`src/rtl/wbbus_master_arbiter_if.sv`:
```
// Wishbone multi-master arbiter bus bundle.
// master: arbiter view; slave: masters + slave-decoder view.
interface wbbus_master_arbiter_if #(
  parameter int WORD    = 16,
  parameter int MASTERS = 2
);
  logic [MASTERS-1:0] mstCyc_i;
  logic [MASTERS-1:0] mstStb_i;
  logic [MASTERS-1:0] mstWe_i;
  logic [WORD-1:0]    mstAdr_i [MASTERS];
  logic [WORD-1:0]    mstDat_i [MASTERS];
  logic [MASTERS-1:0] mstAck_o;
  logic [MASTERS-1:0] mstErr_o;
  logic [MASTERS-1:0] mstGnt_o;
  logic [WORD-1:0]    mstDat_o;
  logic               cyc_o;
  logic               stb_o;
  logic               we_o;
  logic [WORD-1:0]    adr_o;
  logic [WORD-1:0]    dat_o;
  logic               ack_i;
  logic [WORD-1:0]    dat_i;

  modport master (
    input  mstCyc_i, mstStb_i, mstWe_i,
    input  mstAdr_i, mstDat_i,
    output mstAck_o, mstErr_o, mstGnt_o,
    output mstDat_o,
    output cyc_o, stb_o, we_o,
    output adr_o, dat_o,
    input  ack_i, dat_i
  );

  modport slave (
    output mstCyc_i, mstStb_i, mstWe_i,
    output mstAdr_i, mstDat_i,
    input  mstAck_o, mstErr_o, mstGnt_o,
    input  mstDat_o,
    input  cyc_o, stb_o, we_o,
    input  adr_o, dat_o,
    output ack_i, dat_i
  );
endinterface

```
`src/rtl/wbbus_master_arbiter.sv`:
```
// Round-robin Wishbone master arbiter, registered grant.
// Optional stall abort enabled by macro WB_TIMEOUT_EN.
module wbbus_master_arbiter #(
  parameter int WORD    = 16,
  parameter int MASTERS = 2,
  parameter int TIMEOUT = 16
) (
  input logic clk_i,
  input logic rst_n_i,
  wbbus_master_arbiter_if.master bus
);

  localparam int IW = (MASTERS > 1) ? $clog2(MASTERS) : 1;
  localparam logic [WORD-1:0] ZERO = '0;

  typedef enum logic [1:0] {
    IDLE,
    OWNED,
    ABORT
  } state_e;

  state_e             state_q;
  logic [IW-1:0]      owner_q;
  logic [IW-1:0]      last_q;
  logic [MASTERS-1:0] gnt_q;

  logic [IW-1:0] pick_d;
  logic          found;
  logic [IW-1:0] cand;
  logic          own;
  logic          own_cyc;
  logic          own_stb;
  logic          stall;

  // first requester after the previous owner, wrapping
  always_comb begin
    pick_d = last_q;
    found  = 1'b0;
    cand   = '0;
    for (int k = 1; k <= MASTERS; k++) begin
      cand = IW'((int'(last_q) + k) % MASTERS);
      if (!found && bus.mstCyc_i[cand]) begin
        pick_d = cand;
        found  = 1'b1;
      end
    end
  end

  assign own     = (state_q == OWNED);
  assign own_cyc = bus.mstCyc_i[owner_q];
  assign own_stb = bus.mstStb_i[owner_q];
  assign stall   = own && own_stb && !bus.ack_i;

  always_comb begin
    bus.cyc_o    = own && own_cyc;
    bus.stb_o    = own && own_stb;
    bus.we_o     = own && bus.mstWe_i[owner_q];
    bus.adr_o    = own ? bus.mstAdr_i[owner_q] : ZERO;
    bus.dat_o    = own ? bus.mstDat_i[owner_q] : ZERO;
    bus.mstAck_o = '0;
    if (own) begin
      bus.mstAck_o[owner_q] = bus.ack_i && own_stb;
    end
  end

  assign bus.mstGnt_o = gnt_q;
  assign bus.mstDat_o = bus.dat_i;

`ifdef WB_TIMEOUT_EN
  localparam int CW = $clog2(TIMEOUT + 1);

  logic [CW-1:0] tmr_q;
  logic          tmo;

  assign tmo          = stall && (tmr_q == CW'(TIMEOUT - 1));
  assign bus.mstErr_o = tmo ? gnt_q : '0;
`else
  logic unused_timeout;

  assign unused_timeout = (TIMEOUT != 0) && stall;
  assign bus.mstErr_o   = '0;
`endif

  always_ff @(posedge clk_i or negedge rst_n_i) begin
    if (!rst_n_i) begin
      state_q <= IDLE;
      owner_q <= '0;
      last_q  <= IW'(MASTERS - 1);
      gnt_q   <= '0;
`ifdef WB_TIMEOUT_EN
      tmr_q   <= '0;
`endif
    end else begin
      unique case (state_q)
        IDLE: begin
          if (|bus.mstCyc_i) begin
            owner_q <= pick_d;
            gnt_q   <= MASTERS'(1) << pick_d;
            state_q <= OWNED;
          end
        end
        OWNED: begin
          if (!own_cyc) begin
            last_q  <= owner_q;
            gnt_q   <= '0;
            state_q <= IDLE;
`ifdef WB_TIMEOUT_EN
            tmr_q   <= '0;
          end else if (tmo) begin
            state_q <= ABORT;
            tmr_q   <= '0;
          end else if (stall) begin
            tmr_q   <= tmr_q + 1'b1;
          end else begin
            tmr_q   <= '0;
`endif
          end
        end
        ABORT: begin
          // grant held until the owner gives up its cycle
          if (!own_cyc) begin
            last_q  <= owner_q;
            gnt_q   <= '0;
            state_q <= IDLE;
          end
        end
        default: begin
          state_q <= IDLE;
          gnt_q   <= '0;
        end
      endcase
    end
  end

endmodule

```
`src/flat_wrapper.sv`:
```
// flat-port wrapper written by rule: the top's interface ports become plain ports
module wbbus_master_arbiter_flat 
#(
  parameter int WORD    = 16,
  parameter int MASTERS = 2,
  parameter int TIMEOUT = 16
)
  (clk_i, rst_n_i, bus_mstCyc_i, bus_mstStb_i, bus_mstWe_i, bus_mstAdr_i, bus_mstDat_i, bus_mstAck_o, bus_mstErr_o, bus_mstGnt_o, bus_mstDat_o, bus_cyc_o, bus_stb_o, bus_we_o, bus_adr_o, bus_dat_o, bus_ack_i, bus_dat_i);
  wbbus_master_arbiter_if #(.WORD(WORD), .MASTERS(MASTERS)) bus_i ();
  input logic clk_i;
  input logic rst_n_i;
  input wire logic [$bits(bus_i.mstCyc_i)-1:0] bus_mstCyc_i;
  input wire logic [$bits(bus_i.mstStb_i)-1:0] bus_mstStb_i;
  input wire logic [$bits(bus_i.mstWe_i)-1:0] bus_mstWe_i;
  input wire logic [$bits(bus_i.mstAdr_i)-1:0] bus_mstAdr_i;
  input wire logic [$bits(bus_i.mstDat_i)-1:0] bus_mstDat_i;
  output wire logic [$bits(bus_i.mstAck_o)-1:0] bus_mstAck_o;
  output wire logic [$bits(bus_i.mstErr_o)-1:0] bus_mstErr_o;
  output wire logic [$bits(bus_i.mstGnt_o)-1:0] bus_mstGnt_o;
  output wire logic [$bits(bus_i.mstDat_o)-1:0] bus_mstDat_o;
  output wire logic [$bits(bus_i.cyc_o)-1:0] bus_cyc_o;
  output wire logic [$bits(bus_i.stb_o)-1:0] bus_stb_o;
  output wire logic [$bits(bus_i.we_o)-1:0] bus_we_o;
  output wire logic [$bits(bus_i.adr_o)-1:0] bus_adr_o;
  output wire logic [$bits(bus_i.dat_o)-1:0] bus_dat_o;
  input wire logic [$bits(bus_i.ack_i)-1:0] bus_ack_i;
  input wire logic [$bits(bus_i.dat_i)-1:0] bus_dat_i;
  assign bus_i.mstCyc_i = bus_mstCyc_i;
  assign bus_i.mstStb_i = bus_mstStb_i;
  assign bus_i.mstWe_i = bus_mstWe_i;
  assign bus_i.mstAdr_i = {>>{bus_mstAdr_i}};
  assign bus_i.mstDat_i = {>>{bus_mstDat_i}};
  assign bus_mstAck_o = bus_i.mstAck_o;
  assign bus_mstErr_o = bus_i.mstErr_o;
  assign bus_mstGnt_o = bus_i.mstGnt_o;
  assign bus_mstDat_o = bus_i.mstDat_o;
  assign bus_cyc_o = bus_i.cyc_o;
  assign bus_stb_o = bus_i.stb_o;
  assign bus_we_o = bus_i.we_o;
  assign bus_adr_o = bus_i.adr_o;
  assign bus_dat_o = bus_i.dat_o;
  assign bus_i.ack_i = bus_ack_i;
  assign bus_i.dat_i = bus_dat_i;
  wbbus_master_arbiter #(.WORD(WORD), .MASTERS(MASTERS), .TIMEOUT(TIMEOUT)) u_core (.clk_i(clk_i), .rst_n_i(rst_n_i), .bus(bus_i));
endmodule
```
`config.mk`:
```
export PLATFORM = sky130hd
export DESIGN_NAME = wbbus_master_arbiter_flat
export DESIGN_NICKNAME = d
export VERILOG_FILES = /design/src/rtl/wbbus_master_arbiter_if.sv /design/src/rtl/wbbus_master_arbiter.sv /design/src/flat_wrapper.sv
export SDC_FILE = /design/constraint.sdc
export NUM_CORES = 1
export LEC_CHECK = 0
export CORE_AREA = 2 2 57 59
export DETAILED_ROUTE_END_ITERATION = 10
export DIE_AREA = 0 0 59 61
export DONT_BUFFER_PORTS = 1
export PLACE_DENSITY = 0.48
export SKIP_CTS_REPAIR_TIMING = 1
export SYNTH_ARGS = -nofsm -noshare
export SYNTH_HDL_FRONTEND = slang
export SYNTH_SLANG_ARGS = --single-unit
export TNS_END_PERCENT = 30
```
`constraint.sdc`:
```
create_clock -name clk_i -period 2.3 [get_ports clk_i]
set_clock_uncertainty 0.05 [all_clocks]
set_input_delay 0.23 -clock clk_i [delete_from_list [all_inputs] [get_ports clk_i]]
set_output_delay 0.23 -clock clk_i [all_outputs]
set_load 0.02 [all_outputs]
```
**Word level (Yosys, flattened, before mapping)**

Cells that the tools add are included.

- $add $sub $neg: 2
- $mul: 0
- Div/mod/pow operators: 0
- $lt $le $gt $ge: 5
- Equal/unequal tests: 4
- Shift operators: 1
- Multiplexer cells: 29
- Bitwise logic cells: 3
- Reductions and logical operators: 13

Operators with widths:

| kind | count |
|---|---|
| 16-bit two-way mux | 8 |
| 1-bit two-way mux | 14 |
| 2-bit two-way mux | 4 |
| 2-bit one-hot mux with 2 select lines | 2 |
| 1-bit logical AND | 6 |
| 1-bit by 2-bit < comparator with 1-bit output (second input constant) | 3 |
| 2-bit AND reduction | 3 |
| 2-bit OR reduction | 2 |
| 1-bit adder (second input constant) | 2 |
| 2-bit AND | 1 |
| 2-bit by 1-bit == test with 1-bit output (second input constant) | 1 |
| 2-bit == test (second input constant) | 1 |
| 2-bit >= comparator (second input constant) | 1 |
| 2-bit zero test | 1 |
| 2-bit by 1-bit inequality test with 1-bit output (second input constant) | 1 |
| 2-bit inequality test (second input constant) | 1 |
| 1-bit inverter with 2-bit output | 1 |
| 1-bit by 1-bit left shift with 2-bit output (first input constant) | 1 |
| 1-bit demux with 1-bit select | 1 |
| 1-bit >= comparator (second input constant) | 1 |
| 1-bit zero test | 1 |
| 1-bit inverter | 1 |

- Register bits: 6
- Latch bits: 0
- Bits in writable memories: 0
- Bits in read-only memories: 0
- Bits of input ports: 89
- Output and inout bits: 57
- Word-level logic and storage cells: 61
- Memories kept: 0

**Longest topological paths before layout**

- Depth in word-level cells: 10
- Mapped depth: 5
- Depth with buffers taken out: 3

**Least setup slack after synthesis**

OpenSTA, ideal clock, no wires.

- Path kind: reg-to-output
- Start point: reg u_core.owner_q
- End point: out bus_adr_o[4]
- Arrival time: 1.133 ns
- Data required time: 2.020 ns
- Setup slack: 0.887 ns
- Stages on the path, launching flop included: 6
- Buffers on the path: 3
- Cell sequence: dfrtp_1 > buf_6 > buf_8 > buf_12 > mux2i_1 > nor2_1

- Longest elaborated chain between the ends: 5

Ends and longest elaborated chain:

| item | RTL line | RTL |
|---|---|---|
| start: declaration | wbbus_master_arbiter.sv:23 | `logic [IW-1:0] owner_q;` |
| start signal: assignment | wbbus_master_arbiter.sv:97 | `owner_q <= pick_d;` |
| 1-bit inverter with 2-bit output (not written as such) | wbbus_master_arbiter.sv:58 | `bus.adr_o = own ? bus.mstAdr_i[owner_q] : ZERO;` |
| 16-bit two-way mux (not written as such) (3 in a row) | wbbus_master_arbiter.sv:58 |  |
| 16-bit two-way mux | wbbus_master_arbiter.sv:58 |  |
| end: declaration | flat_wrapper.sv:24 | `output wire logic [$bits(bus_i.adr_o)-1:0] bus_adr_o;` |

Every way passes these cells. The select of a mux whose other input is x is not followed.

**Final worst setup path**

- Start point: reg u_core.owner_q
- End point: out bus_stb_o

- Longest elaborated chain between the ends: 3

Ends and longest elaborated chain:

| item | RTL line | RTL |
|---|---|---|
| 1-bit two-way mux (not written as such) (2 in a row) | wbbus_master_arbiter.sv:51 | `assign own_stb = bus.mstStb_i[owner_q];` |
| 1-bit logical AND | - |  |
| end: declaration | flat_wrapper.sv:22 | `output wire logic [$bits(bus_i.stb_o)-1:0] bus_stb_o;` |

Every way passes these cells. The select of a mux whose other input is x is not followed.

==> load_flow_metrics.sql <==
INSERT INTO impl_metrics (metric_group, metric, value, unit) VALUES
('routing', 'firstDrtPassIters', '3', ''),
('pwr', 'power.clock.fraction', '0.086', ''),
('sta', 'min_period_over_period', '0.8274', ''),
('floorplanning', 'floorplan.initialDensity', '0.3220', ''),
('worst_setup_path', 'timing.critical_path.max_delay_family', 'flip-flops', ''),
('worst_setup_path', 'crit_path_max_fo', '25', ''),
('synth', 'synth.distinct_cells', '19', ''),
('pwr', 'power.static_leakage', '0.0004080', 'uW'),
('global_route', 'grt_pass1_vias', '709', ''),
('synth', 'synthesis.instances', '126', ''),
('worst_setup_path', 'worstPathArrival', '1.62', 'ns'),
('worst_setup_path', 'critPathKind', 'flop to output pin', ''),
('cts', 'cts_buffers', '3', ''),
('synth', 'netlist_area', '950.9', 'sq um'),
('routing', 'vias', '797', ''),
('cts', 'ctsRootBufferMaster', 'sky130_fd_sc_hd__clkbuf_4', ''),
('routing', 'antenna_left', '0', ''),
('placed_design', 'place.port_buffers', '0', ''),
('synth', 'asyncSetResetFlopFracSynth', '1.000', ''),
('synth', 'synth_compound_area_frac', '0.06447', ''),
('synth', 'muxShareOfSynthArea', '0.3579', ''),
('synth', 'synthFlopType', 'sky130_fd_sc_hd__dfrtp_1', ''),
('placed_design', 'placed_cells_incl_taps', '134', ''),
('synth', 'synth-adder-area-share', '0', ''),
('worst_setup_path', 'worst-path-buf-inv', '1', ''),
('floorplanning', 'die_y', '61', 'um'),
('cts', 'path_clk_slew', '0.05', 'ns'),
('pwr', 'netSwitchingPower', '731.5', 'uW'),
('global_route', 'track_usage', '0.1193', ''),
('cts', 'clockBufferDepth', '2', ''),
('sta', 'timing_worst_slew_pin_value', '0.5983', 'ns'),
('sta', 'timing.max_slew.rel_slack', '0.6005', ''),
('pwr', 'cell_pwr_density', '1476', 'nW/um^2'),
('sta', 'fmax', '0.5255', 'GHz'),
('sta', 'final_period_minus_worst_setup_slack', '1.903', 'ns'),
('floorplanning', 'design.die.area', '3599', 'sq um'),
('global_route', 'grt_max_degree', '40', ''),
('run_status', 'outcome', 'finished clean', ''),
('cts', 'clock_sinks', '5', ''),
('floorplanning', 'std_cell_rows', '20', ''),
('placed_design', 'finalWeightedCongestion', '0.7247', ''),
('global_route', 'grt_first_pass_wirelength', '3.139', 'mm'),
('worst_setup_path', 'critPathLaunchType', 'flop', ''),
('pwr', 'internal_power_of_the_cells', '489.4', 'uW'),
('floorplanning', 'die_x', '59', 'um'),
('pwr', 'combPwrFrac', '0.722', ''),
('routing', 'routed_wirelength', '2.551', 'mm'),
('synth', 'synth_xor_xnor_area_share', '0', ''),
('worst_setup_path', 'worstPathRequired', '2.02', 'ns'),
('synth', 'post_synth.cell_area_avg', '7.547', 'sq um'),
('worst_setup_path', 'slowest_stage', 'sky130_fd_sc_hd__dfrtp_2', ''),
('sta', 'setup_viol', '0', ''),
('sta', 'grt_setup_unrepaired', 'false', ''),
('worst_setup_path', 'timing.critical_path.slowest_cell_delay', '0.61', 'ns'),
('finish', 'layout.cells.most_common_list', 'sky130_fd_sc_hd__nor2_1, sky130_fd_sc_hd__mux2i_1, sky130_fd_sc_hd__nand2_1, sky130_fd_sc_hd__a21oi_1', ''),
('synth', 'synth-seq-cells', '5', ''),
('sta', 'finalHoldViolations', '0', ''),
('pwr', 'max-vdd-ir-drop', '0.4588', 'mV'),
('finish', 'antenna-diode-count', '0', ''),
('synth', 'synth_top_family_by_area', 'multiplexers', ''),
('pwr', 'power_switching_share', '0.5991', ''),
('job', 'timing.max_cap.violations', '0', ''),
('global_route', 'grt-ovfl-total', '0', ''),
('synth', 'synth_largest_type_area_fraction', '0.3579', ''),
('synth', 'synth-edff-count', '0', ''),
('pwr', 'seqPwrFrac', '0.192', ''),
('synth', 'yosys_warnings', '0', ''),
('floorplanning', 'core_region_area', '2953', 'sq um'),
('cts', 'htree_levels', '1', ''),
('synth', 'synth.largest_area_cell', 'sky130_fd_sc_hd__mux2i_1', ''),
('routing', 'dr_drc_count', '0', '');
[layout make-up]
type                    instances  area share
inverters                       1    0.004539
repair buffers                  2     0.03631
well taps                      33     0.04992
clock buffers                   4     0.03177
flip-flops and latches          5      0.1543
multi-input cells              94      0.7231
[power by group through the flow]
stage / Sequential [uW] / Clock [uW] / Combinational (uW)
global route: 248 / 110 / 945
detailed placement: 238 / 0 / 885
floorplan: 170 / 0 / 993
finish: 234 / 105 / 882
CTS: 236 / 105 / 888
global placement: 230 / 0 / 873
[metrics by stage]
step           hold WS, ns  setup slack [ns]  power, uW  cell area (sq um)
2_1_floorplan      -0.1156            0.8873       1163              954.7
3_3_place_gp       -0.1155            0.6902       1104              790.8
3_5_place_dp       -0.1155            0.6720       1123              790.8
4_1_cts            -0.3745            0.4089       1228              817.0
5_1_grt            0.03576            0.3248       1303              827.0
6_report           0.03023            0.3970       1221              827.0
[Yosys cell counts (2+ instances only)]
cell type / number
sky130_fd_sc_hd__a21oi_1: 5
sky130_fd_sc_hd__buf_4: 20
sky130_fd_sc_hd__buf_6: 3
sky130_fd_sc_hd__clkbuf_1: 2
sky130_fd_sc_hd__dfrtp_1: 4
sky130_fd_sc_hd__mux2i_1: 34
sky130_fd_sc_hd__nand2_1: 5
sky130_fd_sc_hd__nand2b_1: 3
sky130_fd_sc_hd__nor2_1: 37
sky130_fd_sc_hd__nor2b_1: 2
sky130_fd_sc_hd__o21ai_0: 3
[routing by layer]
metal	wire length, um	vias to the layer above	track usage
met4	70	0	0.08117
met1	880	348	0.1118
li1	-	361	-
met3	270	10	0.02132
met2	1329	78	0.2333
met5	0	-	0
[worst paths after layout]
check	slack, ns	from	cells past startpoint	end
max	0.40	u_core.owner_q	3	bus_stb_o
min	0.03	bus_mstCyc_i[0]	1	u_core.owner_q
max reg2reg	0.91	u_core.state_q[0]	3	u_core.owner_q
min reg2reg	0.44	u_core.last_q	2	u_core.last_q
max in group asynchronous	1.73	rst_n_i	1	u_core.last_q
min in group asynchronous	0.22	rst_n_i	1	u_core.state_q[0]
[kinds of logic after synthesis]
family                 Yosys count
AO/OA/AOI/OAI                   11
flip-flops                       5
AND/OR/NAND/NOR                 47
other                            1
multiplexers                    34
buffers and inverters           28
[registers in the layout, indices dropped and copies added, names as in the netlist]
name and flops:
u_core.last_q 1, u_core.owner_q 1, u_core.state_q 1, u_core.bus.mstGnt_o 2
(Power assumes the default switching activity.)
